[config.mk]
export PLATFORM = sky130hd
export DESIGN_NAME = stage_sequencer_flat
export DESIGN_NICKNAME = d
export VERILOG_FILES = /design/src/rtl/stage_sequencer_if.sv /design/src/rtl/stage_sequencer.sv /design/src/flat_wrapper.sv
export SDC_FILE = /design/constraint.sdc
export NUM_CORES = 1
export LEC_CHECK = 0
export ABC_AREA = 0
export BUFFER_PORTS_ARGS = -buffer_cell sky130_fd_sc_hd__buf_2
export CORE_MARGIN = 5
export CORE_UTILIZATION = 49
export DETAILED_ROUTE_END_ITERATION = 16
export PLACE_DENSITY = 0.8
export SLEW_MARGIN = 20
export SYNTH_ARGS = -nofsm -noshare
export SYNTH_HDL_FRONTEND = slang
export SYNTH_SLANG_ARGS = --single-unit
export TNS_END_PERCENT = 1
[constraint.sdc]
create_clock -name clk -period 3.19 [get_ports clk]
set_clock_uncertainty 0.2 [all_clocks]
set_input_delay 0.319 -clock clk [delete_from_list [all_inputs] [get_ports clk]]
set_output_delay 0.319 -clock clk [all_outputs]
set_load 0.005 [all_outputs]
[src/rtl/stage_sequencer_if.sv]
// stage_sequencer_if
// Bundles the control/status signals between the stage sequencer and the
// stages and core around it.
//   master : the sequencer. It drives the stage enables, pc and status, and
//            receives run, stage_done, skip_mask, next_pc, flush and flush_pc.
//   slave  : the surrounding core and stages. It has the opposite directions.
interface stage_sequencer_if #(
  parameter int NUM_STAGES = 5,
  parameter int ADDR_W     = 32,
  parameter int CNT_W      = 32
);
  localparam int STAGE_W = $clog2(NUM_STAGES);

  logic                  run;
  logic [NUM_STAGES-1:0] stage_en;
  logic [NUM_STAGES-1:0] stage_done;
  logic [NUM_STAGES-1:0] skip_mask;
  logic [ADDR_W-1:0]     next_pc;
  logic                  flush;
  logic [ADDR_W-1:0]     flush_pc;
  logic [ADDR_W-1:0]     pc;
  logic [STAGE_W-1:0]    cur_stage;
  logic                  busy;
  logic                  retire;
  logic [CNT_W-1:0]      instret;
  logic                  timeout_err;
  logic [STAGE_W-1:0]    err_stage;

  modport master (
    input  run, stage_done, skip_mask, next_pc, flush, flush_pc,
    output stage_en, pc, cur_stage, busy, retire, instret, timeout_err, err_stage
  );

  modport slave (
    output run, stage_done, skip_mask, next_pc, flush, flush_pc,
    input  stage_en, pc, cur_stage, busy, retire, instret, timeout_err, err_stage
  );
endinterface

[src/rtl/stage_sequencer.sv]
// stage_sequencer
// Parametrised multi-cycle control sequencer. It steps through NUM_STAGES
// stages one at a time. Each stage gets a one-cycle enable pulse, and the
// sequencer then waits for that stage's done. Stages set in skip_mask are
// bypassed. The sequencer also handles flush/redirect, run gating at
// instruction boundaries, a wait timeout with a sticky error, and a
// retired-instruction counter. It owns the architectural pc.
// Ports:
//   clk  : clock
//   rst  : synchronous active-high reset
//   bus  : stage_sequencer_if.master
//            in : run, stage_done, skip_mask, next_pc, flush, flush_pc
//            out: stage_en, pc, cur_stage, busy, retire, instret,
//                 timeout_err, err_stage
module stage_sequencer #(
  parameter int                NUM_STAGES = 5,
  parameter int                ADDR_W     = 32,
  parameter logic [ADDR_W-1:0] RESET_PC   = '0,
  parameter int                TIMEOUT    = 1024,
  parameter int                CNT_W      = 32
) (
  input  logic                    clk,
  input  logic                    rst,
  stage_sequencer_if.master       bus
);

  localparam int STAGE_W = $clog2(NUM_STAGES);
  // The wait counter only has to reach TIMEOUT-1.
  localparam int WCNT_W  = (TIMEOUT > 1) ? $clog2(TIMEOUT) : 1;

  localparam logic [1:0] S_IDLE  = 2'd0;
  localparam logic [1:0] S_ISSUE = 2'd1;
  localparam logic [1:0] S_WAIT  = 2'd2;
  localparam logic [1:0] S_ERROR = 2'd3;

  logic [1:0]         state_q,     state_d;
  logic [ADDR_W-1:0]  pc_q,        pc_d;
  logic [STAGE_W-1:0] cur_stage_q, cur_stage_d;
  logic               retire_q,    retire_d;
  logic [CNT_W-1:0]   instret_q,   instret_d;
  logic [STAGE_W-1:0] err_stage_q, err_stage_d;
  logic [WCNT_W-1:0]  wait_cnt_q,  wait_cnt_d;

  logic [STAGE_W:0]   nxt;          // {found, index}
  logic               cur_done;
  logic               wait_expired;

  // Finds the lowest stage above cur that is not skipped.
  // The descending scan lets the lowest match be written last.
  function automatic logic [STAGE_W:0] find_next(
    input logic [STAGE_W-1:0]    cur,
    input logic [NUM_STAGES-1:0] mask
  );
    logic [STAGE_W:0] r;
    r = '0;
    for (int j = NUM_STAGES - 1; j >= 1; j--) begin
      if ((j > int'(cur)) && !mask[j]) begin
        r = {1'b1, STAGE_W'(j)};
      end
    end
    return r;
  endfunction

  always_comb begin
    nxt          = find_next(cur_stage_q, bus.skip_mask);
    // Only the bit of the current stage is looked at.
    cur_done     = bus.stage_done[cur_stage_q];
    wait_expired = (TIMEOUT > 0) && (wait_cnt_q == WCNT_W'(TIMEOUT - 1));
  end

  always_comb begin
    state_d     = state_q;
    pc_d        = pc_q;
    cur_stage_d = cur_stage_q;
    retire_d    = 1'b0;
    instret_d   = instret_q;
    err_stage_d = err_stage_q;
    wait_cnt_d  = wait_cnt_q;

    // Flush takes priority over done and timeout in every live state.
    // An enable pulse already out in this cycle is not withdrawn.
    if (bus.flush && (state_q != S_ERROR)) begin
      pc_d        = bus.flush_pc;
      cur_stage_d = '0;
      state_d     = bus.run ? S_ISSUE : S_IDLE;
    end else begin
      case (state_q)
        S_IDLE: begin
          if (bus.run) begin
            cur_stage_d = '0;
            state_d     = S_ISSUE;
          end
        end
        S_ISSUE: begin
          wait_cnt_d = '0;
          state_d    = S_WAIT;
        end
        S_WAIT: begin
          if (cur_done) begin
            if (nxt[STAGE_W]) begin
              cur_stage_d = nxt[STAGE_W-1:0];
              state_d     = S_ISSUE;
            end else begin
              // Last executed stage is done, so the instruction retires here.
              // run is sampled at this boundary, which lets the next
              // instruction start back-to-back.
              pc_d        = bus.next_pc;
              retire_d    = 1'b1;
              instret_d   = instret_q + CNT_W'(1);
              cur_stage_d = '0;
              state_d     = bus.run ? S_ISSUE : S_IDLE;
            end
          end else if (wait_expired) begin
            err_stage_d = cur_stage_q;
            state_d     = S_ERROR;
          end else begin
            wait_cnt_d = wait_cnt_q + WCNT_W'(1);
          end
        end
        default: begin
          // ERROR is sticky until rst.
          state_d = S_ERROR;
        end
      endcase
    end
  end

  always_ff @(posedge clk) begin
    if (rst) begin
      state_q     <= S_IDLE;
      pc_q        <= RESET_PC;
      cur_stage_q <= '0;
      retire_q    <= 1'b0;
      instret_q   <= '0;
      err_stage_q <= '0;
      wait_cnt_q  <= '0;
    end else begin
      state_q     <= state_d;
      pc_q        <= pc_d;
      cur_stage_q <= cur_stage_d;
      retire_q    <= retire_d;
      instret_q   <= instret_d;
      err_stage_q <= err_stage_d;
      wait_cnt_q  <= wait_cnt_d;
    end
  end

  // stage_en is decoded from state, so a reset drops it in the next cycle.
  assign bus.stage_en    = (state_q == S_ISSUE)
                           ? ({{(NUM_STAGES-1){1'b0}}, 1'b1} << cur_stage_q)
                           : '0;
  assign bus.pc          = pc_q;
  assign bus.cur_stage   = cur_stage_q;
  assign bus.busy        = (state_q == S_ISSUE) || (state_q == S_WAIT);
  assign bus.retire      = retire_q;
  assign bus.instret     = instret_q;
  assign bus.timeout_err = (state_q == S_ERROR);
  assign bus.err_stage   = err_stage_q;

endmodule
[src/flat_wrapper.sv]
// flat-port wrapper written by rule: the top's interface ports become plain ports
module stage_sequencer_flat 
#(
  parameter int                NUM_STAGES = 5,
  parameter int                ADDR_W     = 32,
  parameter logic [ADDR_W-1:0] RESET_PC   = '0,
  parameter int                TIMEOUT    = 1024,
  parameter int                CNT_W      = 32
)
  (clk, rst, bus_run, bus_stage_done, bus_skip_mask, bus_next_pc, bus_flush, bus_flush_pc, bus_stage_en, bus_pc, bus_cur_stage, bus_busy, bus_retire, bus_instret, bus_timeout_err, bus_err_stage);
  stage_sequencer_if #(.NUM_STAGES(NUM_STAGES), .ADDR_W(ADDR_W), .CNT_W(CNT_W)) bus_i ();
  input  logic clk;
  input  logic rst;
  input wire logic [$bits(bus_i.run)-1:0] bus_run;
  input wire logic [$bits(bus_i.stage_done)-1:0] bus_stage_done;
  input wire logic [$bits(bus_i.skip_mask)-1:0] bus_skip_mask;
  input wire logic [$bits(bus_i.next_pc)-1:0] bus_next_pc;
  input wire logic [$bits(bus_i.flush)-1:0] bus_flush;
  input wire logic [$bits(bus_i.flush_pc)-1:0] bus_flush_pc;
  output wire logic [$bits(bus_i.stage_en)-1:0] bus_stage_en;
  output wire logic [$bits(bus_i.pc)-1:0] bus_pc;
  output wire logic [$bits(bus_i.cur_stage)-1:0] bus_cur_stage;
  output wire logic [$bits(bus_i.busy)-1:0] bus_busy;
  output wire logic [$bits(bus_i.retire)-1:0] bus_retire;
  output wire logic [$bits(bus_i.instret)-1:0] bus_instret;
  output wire logic [$bits(bus_i.timeout_err)-1:0] bus_timeout_err;
  output wire logic [$bits(bus_i.err_stage)-1:0] bus_err_stage;
  assign bus_i.run = bus_run;
  assign bus_i.stage_done = bus_stage_done;
  assign bus_i.skip_mask = bus_skip_mask;
  assign bus_i.next_pc = bus_next_pc;
  assign bus_i.flush = bus_flush;
  assign bus_i.flush_pc = bus_flush_pc;
  assign bus_stage_en = bus_i.stage_en;
  assign bus_pc = bus_i.pc;
  assign bus_cur_stage = bus_i.cur_stage;
  assign bus_busy = bus_i.busy;
  assign bus_retire = bus_i.retire;
  assign bus_instret = bus_i.instret;
  assign bus_timeout_err = bus_i.timeout_err;
  assign bus_err_stage = bus_i.err_stage;
  stage_sequencer #(.NUM_STAGES(NUM_STAGES), .ADDR_W(ADDR_W), .RESET_PC(RESET_PC), .TIMEOUT(TIMEOUT), .CNT_W(CNT_W)) u_core (.clk(clk), .rst(rst), .bus(bus_i));
endmodule
==> flow_metrics.py <==
metrics = {
    "run_status": {
        "status": "completed",
    },
    "layout": {
        "syn2layout_area_growth_pct": 24.5,
        "filler_cell_count": 741,
        "fin_cells": 755,
        "n_antenna_cell": 0,
        "drive_gt1_frac": 0.312,
        "final_common_cell": "buf_2",
        "mostFrequentLayoutCells": "buf_2, nor2_1, dfxtp_1",
        "nets": 729,
    },
    "sta": {
        "fin_setup_tns_ns": 0,
        "drv_slew": 0,
        "tightestPinTransition_ns": 0.659,
        "maxSlewHeadroom": 0.561,
        "rsz0062_at_grt": "false",
        "whs_ns": 0.0485,
        "hold_viol_final": 0,
        "max_freq_ghz": 0.352,
        "setup_viol": 0,
        "post-route-period-util": 0.890,
        "fin_crit_ns": 2.84,
    },
    "critical_path": {
        "startpoint_type": "flop",
        "crit_path_end_kind": "flop",
        "cp_max_fo": 27,
        "r2r-start": "u_core.bus.cur_stage[0]",
        "critical_path_class": "flop to flop",
        "cp.required_ns": 3.25,
        "crit_arrival_ns": 2.90,
        "setup.worst_path.start": "u_core.bus.cur_stage[0]",
    },
    "cts": {
        "cts.path.max_buffers": 2,
        "root_buffer": "clkbuf_8",
        "postCtsSetupBuffers": 0,
        "cts_buffers": 9,
        "clkTransAtPathRegs_ns": 0.08,
        "clk_latency_ns": 0.35,
        "h-tree-depth": 3,
        "cts_tree": "yes",
        "cts_sinks": 83,
        "cts_resized": 0,
        "cts_hold_buffers": 0,
    },
    "routing": {
        "wl_microns": 11200,
        "ant_nets": 0,
        "drc": 0,
        "wl_per_cell_microns": 14.9,
        "viasPerCell": 5.52,
        "dr.pass1.iters": 4,
        "num_vias": 4164,
        "drt_iter0_drc": 166,
    },
    "floorplan": {
        "die_h_microns": 102,
        "design.die.area_sq_um": 10400,
        "start_util": 0.504,
        "io_pins": 156,
        "rows": 33,
        "chipWidth_microns": 102,
        "core-area_sq_um": 8220,
    },
    "yosys": {
        "syn_inst": 506,
        "syn-num-nets": 590,
        "async_reset_ff_frac": 0,
        "avgSynthCellArea_sq_um": 8.19,
        "yosys_warnings": 0,
        "synth.cell_area_sq_um": 4140,
        "synth_cell_type_count": 48,
        "ys.flop_type": "dfxtp_1",
        "synth-seq-area-share": 0.401,
        "synth-seq-cells": 83,
        "synth_edf_count": 0,
    },
    "global_routing": {
        "antenna_found_initial": 0,
        "track_usage": 0.218,
        "grt_pass1_vias": 4056,
        "grt_max_degree": 52,
        "grt_pass1_wl_microns": 18600,
        "overflow": 0,
    },
    "pwr": {
        "power.leakage_uw": 0.00225,
        "combPwrFrac": 0.121,
        "p_switching_uw": 533,
        "switching_share": 0.259,
        "p_seq_frac": 0.528,
        "ir_drop_uv": 216,
        "powerDensity_nw_per_um2": 399,
        "clkPwrFrac": 0.351,
        "p_int_uw": 1530,
    },
    "min_path": {
        "hp-start": "bus_flush_pc[5]",
        "hold_class": "input port to flop",
    },
    "placement": {
        "dp_cells": 739,
        "io_buffers": 154,
        "place_hpwl_microns": 8190,
        "gp_congestion": 0.872,
    },
    "job": {
        "cap_viol_max_count": 0,
    },
}
==> per-stage QoR <==
| step | area [sq um] | worst slack [ns] | utilization | total power (uW) |
|---|---|---|---|---|
| after floorplan | 4140 | 0.929 | - | 1240 |
| after global placement | 4970 | 0.418 | 0.605 | 1350 |
| after detailed placement | 4970 | 0.303 | 0.605 | 1360 |
| after CTS | 5160 | 0.299 | 0.628 | 2070 |
| after global routing | 5160 | 0.00374 | 0.628 | 2150 |
| final | 5160 | 0.351 | 0.628 | 2060 |
==> cell families (layout without fill, tap and decap cells) <==
group / after synthesis / after routing / share of synthesized area
AOI/OAI and AO/OA: 96 / 96 / 0.149
xor gates and xnor gates: 28 / 28 / 0.0592
adders and majority gates: 6 / 6 / 0.0181
muxes: 13 / 13 / 0.0323
and+or+nand+nor: 236 / 236 / 0.295
buffers and inverters: 44 / 188 / 0.0453
DFF: 83 / 83 / 0.401
==> metal layers <==
layer | GRT usage | up-vias | share of wire
met2 | 0.373 | 170 | 0.49
li1 | - | 2042 | -
met4 | 0.0716 | 0 | 0.014
met1 | 0.262 | 1935 | 0.41
met3 | 0.0676 | 17 | 0.094
met5 | 0 | - | 0
==> worst max-delay path, stage by stage, from the launching register on <==
cell and delay (ns):
dfxtp_1 0.54, mux2_2 0.39, a32oi_2 0.34, a211o_2 0.62
buf_4 0.37, nand2_1 0.09, a211oi_1 0.20
==> synth_stat cells (2+ instances only) <==
cell type  instances  area (sq um)
nand3_2            2          20.0
nor4_2             5          62.6
xnor2_1           21           184
nor3_1            13          65.1
or3_1              8          50.1
a2111oi_0          2          17.5
o21ai_0            6          30.0
mux2_2             3          33.8
dfxtp_1           83          1660
xor2_1             7          61.3
nand2b_1           3          18.8
a21oi_1           44           220
nor2b_1            3          18.8
nand3_1           18          90.1
buf_1              2          7.51
buf_2              9          45.0
nand4_1           12          75.1
o31ai_1            2          15.0
a211oi_1          33           248
nor4_1             5          31.3
nor2_1            84           315
or2_1              2          12.5
clkbuf_1          21          78.8
inv_1             10          37.5
and2_1             6          37.5
nor4_4             4          85.1
or2_2              3          18.8
nand2_1           52           195
or4_1              2          15.0
mux2i_1           10           100
a31oi_1            2          12.5
and4_1             3          26.3
and3_1             6          37.5
ha_1               6          75.1
==> power by group through the flow <==
stage | Sequential, uW | Clock [uW] | Combinational, uW
2_1_floorplan | 1110 | 0 | 130
3_3_place_gp | 1110 | 0 | 241
3_5_place_dp | 1110 | 0 | 249
4_1_cts | 1090 | 731 | 250
5_1_grt | 1090 | 780 | 279
6_report | 1090 | 722 | 249
==> layout make-up <==
class | count | area, sq um | area share
Multi-Input combinational cell | 379 | 2310 | 0.448
Sequential cell | 83 | 1660 | 0.322
Timing Repair Buffer | 162 | 831 | 0.161
Clock buffer | 12 | 165 | 0.0320
Tap cell | 105 | 131 | 0.0255
Inverter | 10 | 37.5 | 0.00727
Clock inverter | 4 | 23.8 | 0.00461
==> state kept, by name (all words and copies together) (netlist names) <==
| register | cells |
|---|---|
| u_core.bus.pc | 32 |
| u_core.bus.err_stage | 3 |
| u_core.bus.retire | 1 |
| u_core.wait_cnt_q | 10 |
| u_core.bus.instret | 32 |
| u_core.bus.cur_stage | 3 |
| u_core.state_q | 2 |
==> final timing paths <==
| check | end | slack (ns) | cells after the start |
|---|---|---|---|
| min | u_core.bus.pc[5] | 0.05 | 3 |
| min reg2reg | u_core.bus.pc[7] | 0.26 | 2 |
| max | u_core.bus.pc[11] | 0.35 | 6 |
| max reg2reg | u_core.bus.pc[11] | 0.35 | 6 |
(Power assumes the default switching activity.)
